--- src/rtl/uart_tx_param.sv ---
// uart_tx_param: parametrised asynchronous serial transmitter.
// Accepts a parallel word over a Send/Ready handshake and sends it on SDout
// as start bit, DATA_W data bits, optional parity bit and 1 or 2 stop bits.
// Each bit lasts CLKS_PER_BIT clock cycles. SDout and the status outputs
// are registered, so the line never glitches between bits.
module uart_tx_param #(
    parameter int DATA_W       = 8,
    parameter int CLKS_PER_BIT = 16,
    parameter int STOP_BITS    = 1,
    parameter int MSB_FIRST    = 0
) (
    input  logic              Clk,
    input  logic              Rst_n,
    input  logic              Send,
    input  logic [DATA_W-1:0] PDin,
    input  logic [1:0]        Par_mode,
    output logic              Ready,
    output logic              Busy,
    output logic              Done,
    output logic              SCout,
    output logic              SDout
);

    localparam int CNT_W   = (CLKS_PER_BIT > 1) ? $clog2(CLKS_PER_BIT) : 1;
    localparam int IDX_W   = $clog2(DATA_W);
    localparam int OUT_POS = (MSB_FIRST != 0) ? DATA_W - 1 : 0;

    localparam logic [CNT_W-1:0] BAUD_LAST = CNT_W'(CLKS_PER_BIT - 1);
    localparam logic [IDX_W-1:0] DATA_LAST = IDX_W'(DATA_W - 1);
    localparam logic [IDX_W-1:0] STOP_LAST = IDX_W'(STOP_BITS - 1);

    typedef enum logic [2:0] {
        ST_IDLE   = 3'd0,
        ST_START  = 3'd1,
        ST_DATA   = 3'd2,
        ST_PARITY = 3'd3,
        ST_STOP   = 3'd4
    } state_t;

    // Parity bit for the latched word: even -> XOR of data, odd -> inverse.
    function automatic logic parity_calc(input logic [DATA_W-1:0] word,
                                         input logic [1:0]        mode);
        logic par;
        case (mode)
            2'b01:   par = ^word;
            2'b10:   par = ~(^word);
            default: par = 1'b0;
        endcase
        return par;
    endfunction

    // A parity slot exists only for even (01) and odd (10); 00 and 11 skip it.
    function automatic logic parity_enabled(input logic [1:0] mode);
        logic en;
        case (mode)
            2'b01:   en = 1'b1;
            2'b10:   en = 1'b1;
            default: en = 1'b0;
        endcase
        return en;
    endfunction

    // Move the next data bit into the output position (OUT_POS).
    function automatic logic [DATA_W-1:0] shift_step(input logic [DATA_W-1:0] word);
        logic [DATA_W-1:0] res;
        if (MSB_FIRST != 0) begin
            res = {word[DATA_W-2:0], 1'b0};
        end else begin
            res = {1'b0, word[DATA_W-1:1]};
        end
        return res;
    endfunction

    state_t            state_r;
    state_t            state_nxt_s;
    logic [CNT_W-1:0]  baud_cnt_r;
    logic [IDX_W-1:0]  bit_idx_r;
    logic [DATA_W-1:0] shift_r;
    logic [DATA_W-1:0] shift_nxt_s;
    logic              par_bit_r;
    logic              par_en_r;
    logic              sdout_r;
    logic              ready_r;
    logic              busy_r;
    logic              done_r;
    logic              sdout_nxt_s;
    logic              ready_nxt_s;
    logic              busy_nxt_s;
    logic              done_nxt_s;
    logic              bit_end_s;
    logic              accept_s;

    assign bit_end_s = (baud_cnt_r == BAUD_LAST);
    assign accept_s  = (state_r == ST_IDLE) && Send && ready_r;

    // State register and registered outputs.
    always_ff @(posedge Clk or negedge Rst_n) begin
        if (!Rst_n) begin
            state_r <= ST_IDLE;
            sdout_r <= 1'b1;
            ready_r <= 1'b1;
            busy_r  <= 1'b0;
            done_r  <= 1'b0;
        end else begin
            state_r <= state_nxt_s;
            sdout_r <= sdout_nxt_s;
            ready_r <= ready_nxt_s;
            busy_r  <= busy_nxt_s;
            done_r  <= done_nxt_s;
        end
    end

    // Next-state logic: every non-idle state advances on the last baud cycle.
    always_comb begin
        state_nxt_s = state_r;
        case (state_r)
            ST_IDLE: begin
                if (accept_s) begin
                    state_nxt_s = ST_START;
                end else begin
                    state_nxt_s = ST_IDLE;
                end
            end
            ST_START: begin
                if (bit_end_s) begin
                    state_nxt_s = ST_DATA;
                end else begin
                    state_nxt_s = ST_START;
                end
            end
            ST_DATA: begin
                if (bit_end_s && (bit_idx_r == DATA_LAST)) begin
                    state_nxt_s = par_en_r ? ST_PARITY : ST_STOP;
                end else begin
                    state_nxt_s = ST_DATA;
                end
            end
            ST_PARITY: begin
                if (bit_end_s) begin
                    state_nxt_s = ST_STOP;
                end else begin
                    state_nxt_s = ST_PARITY;
                end
            end
            ST_STOP: begin
                if (bit_end_s && (bit_idx_r == STOP_LAST)) begin
                    state_nxt_s = ST_IDLE;
                end else begin
                    state_nxt_s = ST_STOP;
                end
            end
            default: state_nxt_s = ST_IDLE;
        endcase
    end

    // Next shift-register content: load on accept, shift after each data bit.
    always_comb begin
        shift_nxt_s = shift_r;
        if (accept_s) begin
            shift_nxt_s = PDin;
        end else if ((state_r == ST_DATA) && bit_end_s) begin
            shift_nxt_s = shift_step(shift_r);
        end else begin
            shift_nxt_s = shift_r;
        end
    end

    // Output logic: next values for the registered line and status outputs.
    always_comb begin
        sdout_nxt_s = 1'b1;
        case (state_nxt_s)
            ST_IDLE:   sdout_nxt_s = 1'b1;
            ST_START:  sdout_nxt_s = 1'b0;
            ST_DATA:   sdout_nxt_s = shift_nxt_s[OUT_POS];
            ST_PARITY: sdout_nxt_s = par_bit_r;
            ST_STOP:   sdout_nxt_s = 1'b1;
            default:   sdout_nxt_s = 1'b1;
        endcase
        ready_nxt_s = (state_nxt_s == ST_IDLE);
        busy_nxt_s  = (state_nxt_s != ST_IDLE);
        done_nxt_s  = (state_r == ST_STOP) && (state_nxt_s == ST_IDLE);
    end

    // Datapath: baud counter, bit index, shift register and latched parity.
    always_ff @(posedge Clk or negedge Rst_n) begin
        if (!Rst_n) begin
            baud_cnt_r <= '0;
            bit_idx_r  <= '0;
            shift_r    <= '0;
            par_bit_r  <= 1'b0;
            par_en_r   <= 1'b0;
        end else begin
            if ((state_r == ST_IDLE) || bit_end_s) begin
                baud_cnt_r <= '0;
            end else begin
                baud_cnt_r <= baud_cnt_r + CNT_W'(1);
            end
            if (state_nxt_s != state_r) begin
                bit_idx_r <= '0;
            end else if (bit_end_s) begin
                bit_idx_r <= bit_idx_r + IDX_W'(1);
            end else begin
                bit_idx_r <= bit_idx_r;
            end
            shift_r <= shift_nxt_s;
            if (accept_s) begin
                par_bit_r <= parity_calc(PDin, Par_mode);
                par_en_r  <= parity_enabled(Par_mode);
            end else begin
                par_bit_r <= par_bit_r;
                par_en_r  <= par_en_r;
            end
        end
    end

    assign SCout = Clk;
    assign SDout = sdout_r;
    assign Ready = ready_r;
    assign Busy  = busy_r;
    assign Done  = done_r;

endmodule

--- config.mk ---
export PLATFORM = sky130hd
export DESIGN_NAME = uart_tx_param
export DESIGN_NICKNAME = d
export VERILOG_FILES = /design/src/rtl/uart_tx_param.sv
export SDC_FILE = /design/constraint.sdc
export NUM_CORES = 1
export LEC_CHECK = 0
export CAP_MARGIN = 0
export CORE_UTILIZATION = 51
export CTS_CLUSTER_DIAMETER = 30
export CTS_CLUSTER_SIZE = 30
export DETAILED_ROUTE_END_ITERATION = 10
export GPL_TIMING_DRIVEN = 1
export PLACE_DENSITY = 0.75
export SYNTH_ARGS = -nofsm -noshare
export SYNTH_HDL_FRONTEND = slang
export SYNTH_SLANG_ARGS = --single-unit
--- constraint.sdc ---
create_clock -name Clk -period 1.7 [get_ports Clk]
set_input_delay 0.34 -clock Clk [delete_from_list [all_inputs] [get_ports Clk]]
set_output_delay 0.34 -clock Clk [all_outputs]
set_load 0.05 [all_outputs]
# [Word-level counts from Yosys, hierarchy flattened]
# Cells that the tools add are included.
[totals] register_bits=24 latch_bits=0 ram_bits=0 mem_bits_ro=0 in_bits=13 out_inout_bits=5 word_cells=56 mem_count=0
[classes] addsub=2 multipliers=0 div=0 order_cmp=0 eq_ne=12 shifts=0 n_mux=15 bitwise=1 n_reduce_logical=15
[op_table] operator="$mux W3" count=6
[op_table] operator="$mux W8" count=2
[op_table] operator="$pmux W3 S5" count=1
[op_table] operator="$eq A3 B2 Y1 const B" count=4
[op_table] operator="$logic_not A3 Y1" count=3
[op_table] operator="$reduce_xor A8 Y1" count=1
[op_table] operator="$eq A3 B1 Y1 const B" count=2
[op_table] operator="$eq A3 B3 Y1 const B" count=2
[op_table] operator="$logic_and A1 B1 Y1" count=6
[op_table] operator="$add A4 B1 Y4 const B" count=1
[op_table] operator="$eq A4 B4 Y1 const B" count=1
[op_table] operator="$mux W4" count=1
[op_table] operator="$reduce_bool A2 Y1" count=2
[op_table] operator="$add A3 B1 Y3 const B" count=1
[op_table] operator="$ne A3 B3 Y1" count=1
[op_table] operator="$pmux W1 S3" count=1
[op_table] operator="$reduce_bool A3 Y1" count=1
[op_table] operator="$eq A2 B1 Y1 const B" count=1
[op_table] operator="$eq A2 B2 Y1 const B" count=1
[op_table] operator="$mux W1" count=2
[op_table] operator="$mux W2" count=1
[op_table] operator="$pmux W1 S2" count=1
[op_table] operator="$reduce_or A2 Y1" count=1
[op_table] operator="$logic_or A1 B1 Y1" count=1
[op_table] operator="$not A1 Y1" count=1

# [Depth between registers and ports, before layout]
# Gate-level depths: netlist of the first run.
[logic_depth] depth_word=7 mapped_depth=7 depth_no_buf=7

==> results.sh, run 1 <==
export IMPL_path_buf_inv=0
export IMPL_outcome="finished with violations"
export IMPL_routed_wirelength_um=2687
export IMPL_critPathMaxStageDelay_ns=0.42
export IMPL_io_pins=18
export IMPL_finClkSkew_ns=0.003815
export IMPL_crit_family="compound AO/OA/AOI/OAI gates"
export IMPL_power_frac_seq_pct=44.4
export IMPL_place_gp_congestion=0.8599
export IMPL_p_sw_mw=0.3306
export IMPL_fin_util_pct=69.83
export IMPL_power_density_nw_per_um2=750.1
export IMPL_layout_common_cells="22 x dfrtp_1, 20 x nand2_1, 18 x buf_4"
export IMPL_ir_worst_vdd_uv=899.3
export IMPL_timing_max_slew_rel_slack_pct=78.25
export IMPL_drtAntennaViolNets=0
export IMPL_start_util_pct=53.57
export IMPL_port_buffer_count=17
export IMPL_dr_pass1_iters=7
export IMPL_die_w_um=52.78
export IMPL_fp_row_count=18
export IMPL_rsz0062_at_grt="yes"
export IMPL_area_delta_synth_final_pct=30.35
export IMPL_end_kind="register"
export IMPL_grt_pass1_vias=1028
export IMPL_grt_ovfl_total=0
export IMPL_ys_warn_count=0
export IMPL_clk_pin_slew_ns=0.13
export IMPL_antenna_found_initial=0
export IMPL_violations="design-rule violations"
export IMPL_setup_viol=0
export IMPL_synthDistinctLibCells=30
export IMPL_post_route_period_util_pct=95.68
export IMPL_num_antenna_cells=0
export IMPL_layout_commonest_cell="dfrtp_1"
export IMPL_finalSetupTns_ns=0
export IMPL_cts_hold_buffers=0
export IMPL_drc=1
export IMPL_die_h_um=52.78
export IMPL_p_leak_nw=0.8171
export IMPL_start_kind="register"
export IMPL_syn_nets=151
export IMPL_worst_slew_pin_slew_ns=0.3262
export IMPL_yosys_register_bits=24
export IMPL_die_area_um2=2786
export IMPL_grt_max_degree=25
export IMPL_critical_path_max_fanout=4
export IMPL_power_mw=1.286
export IMPL_dpl_hpwl_um=1960
export IMPL_slew_viol_final=0
export IMPL_syn_inst=132
export IMPL_min_path_type="in2async"
export IMPL_syn_area_um2=1315
export IMPL_drt_wirelength_per_cell_um=13.78
export IMPL_synth_seq_area_share_pct=45.86
export IMPL_cts_tree="built"
export IMPL_min_period_ns=1.626
export IMPL_clock_latency_ns=0.42
export IMPL_fillers=185
export IMPL_hold_viol=0
export IMPL_critPathArrivalTime_ns=1.99
export IMPL_power_frac_clock_pct=48.7
export IMPL_nNetsFinal=185
export IMPL_cpMostUsedCell="a21oi_2"
export IMPL_crit_chain="ha_2 > ha_4 > nor2b_4 > o21ai_2 > a21oi_2 > o31a_1 > a21oi_2"
export IMPL_grt_pass1_wl_um=4319
export IMPL_swShare_pct=25.71
export IMPL_drv_cap=0
export IMPL_detail_route_vias_per_cell=5.333
export IMPL_worst_path_max_delay_cell="dfrtp_1"
export IMPL_cp_required_ns=2.07
export IMPL_core_area_um2=2455
export IMPL_p_comb_share_pct=6.9
export IMPL_max_freq_ghz=0.6148
export IMPL_dr_first_iter_drc_count=26
export IMPL_path_class="reg2reg"
export IMPL_cellInternalPower_mw=0.9553
export IMPL_drive_above_1_share_pct=25.45
export IMPL_postSynthAreaPerCell_um2=9.962
export IMPL_vias=1040
export IMPL_track_usage_pct=21.82
[final timing paths]
kind	start	end	slack, ns	cells past startpoint
worst max-delay path	bit_idx_r[1]	SDout	0.07	7
worst min-delay path	Rst_n	shift_r[3]	0.25	2
worst max register to register	bit_idx_r[1]	SDout	0.07	7
worst min register to register	shift_r[7]	shift_r[7]	0.51	2
max in group asynchronous	Rst_n	SDout	1.16	2
min in group Clk	PDin[7]	shift_r[7]	0.48	3
[registers in the layout, indices dropped and copies added (netlist names)]
| name | count |
|---|---|
| Ready | 1 |
| par_bit_r | 1 |
| shift_r | 8 |
| SDout | 1 |
| state_r | 3 |
| Busy | 1 |
| bit_idx_r | 3 |
| baud_cnt_r | 4 |
| par_en_r | 1 |
| Done | 1 |
[routing by layer]
metal	vias up	share of wire, %	global-route usage (%)
met5	-	0	0
met2	23	53	37.13
met3	2	3.6	4.638
met1	506	43	26.33
li1	509	-	-
met4	0	0.26	9.211
[power groups by stage]
stage | combinational (mW) | clock (mW) | sequential [mW]
floorplan | 0.0373 | 0.127 | 0.582
global placement | 0.0871 | 0.136 | 0.582
detailed placement | 0.0896 | 0.136 | 0.582
CTS | 0.0902 | 0.642 | 0.571
global route | 0.0981 | 0.665 | 0.571
finish | 0.0884 | 0.626 | 0.571
[through the flow]
stage	cell area (um^2)	setup slack, ns	std cells	hold WS, ns
5_1_grt	1714	-0.01229	195	0.2689
2_1_floorplan	1315	0.1257	132	0.04441
4_1_cts	1660	0.01000	193	0.2457
6_report	1714	0.07351	195	0.2474
3_5_place_dp	1578	-0.1621	185	0.4845
3_3_place_gp	1578	-0.1621	185	0.4777
[cell type report]
type / instances / area, um^2 / area share [%]
multi-input cells: 95 / 675.6 / 39.42
flip-flops and latches: 24 / 603.1 / 35.18
repair buffers: 32 / 295.3 / 17.23
clock buffers: 7 / 50.05 / 2.920
well taps: 30 / 37.54 / 2.190
clock inverters: 1 / 30.03 / 1.752
inverters: 6 / 22.52 / 1.314
[synth_stat cells]
cell type | number | area [um^2]
a211o_1 | 1 | 8.760
a21oi_1 | 7 | 35.03
a31oi_1 | 2 | 12.51
and3_1 | 3 | 18.77
and4b_1 | 1 | 10.01
buf_2 | 1 | 5.000
buf_4 | 2 | 15.01
buf_6 | 3 | 33.78
clkbuf_1 | 1 | 3.750
dfrtp_1 | 22 | 550.5
dfstp_2 | 2 | 52.55
ha_1 | 6 | 75.07
inv_1 | 6 | 22.52
mux2i_1 | 9 | 90.09
nand2_1 | 20 | 75.07
nand2b_1 | 1 | 6.260
nand3_1 | 5 | 25.02
nand3b_4 | 1 | 20.02
nand4b_4 | 1 | 23.77
nor2_1 | 10 | 37.54
nor2b_1 | 1 | 6.260
nor3_1 | 1 | 5.000
nor3_2 | 1 | 10.01
o21ai_0 | 11 | 55.05
o21ai_2 | 1 | 8.760
o31a_1 | 1 | 8.760
or2_1 | 1 | 6.260
or3_1 | 1 | 6.260
xnor2_1 | 8 | 70.07
xor2_1 | 2 | 17.52
[cells by family after synthesis]
| group | synth area share (%) |
|---|---|
| flip-flops | 45.86 |
| buffers and inverters | 6.088 |
| AND/OR/NAND/NOR | 19.03 |
| XOR/XNOR | 6.661 |
| multiplexers | 6.851 |
| adder cells (fa/ha/maj) | 5.709 |
| AO/OA/AOI/OAI | 9.800 |
[what timing repair did]
item	in CTS	in global routing
setup endpoints to repair	3	4
pin swaps	0	4
endpoints found under the hold margin	0	0
setup buffers	1	2
gates resized for setup	8	9
(Power assumes the default switching activity.)
==> inputs of run 2 (changes only) <==
Settings changed: SLEW_MARGIN set to 40.
==> results of run 2 <==
Same layout as run 1: the final DEF is identical, and so are final timing and power.
==> inputs of run 3 (changes only) <==
Settings changed: CAP_MARGIN 0 to not set, CTS_CLUSTER_SIZE 30 to not set.
==> results of run 3 <==
Same layout as run 1: the final DEF is identical, and so are final timing and power.
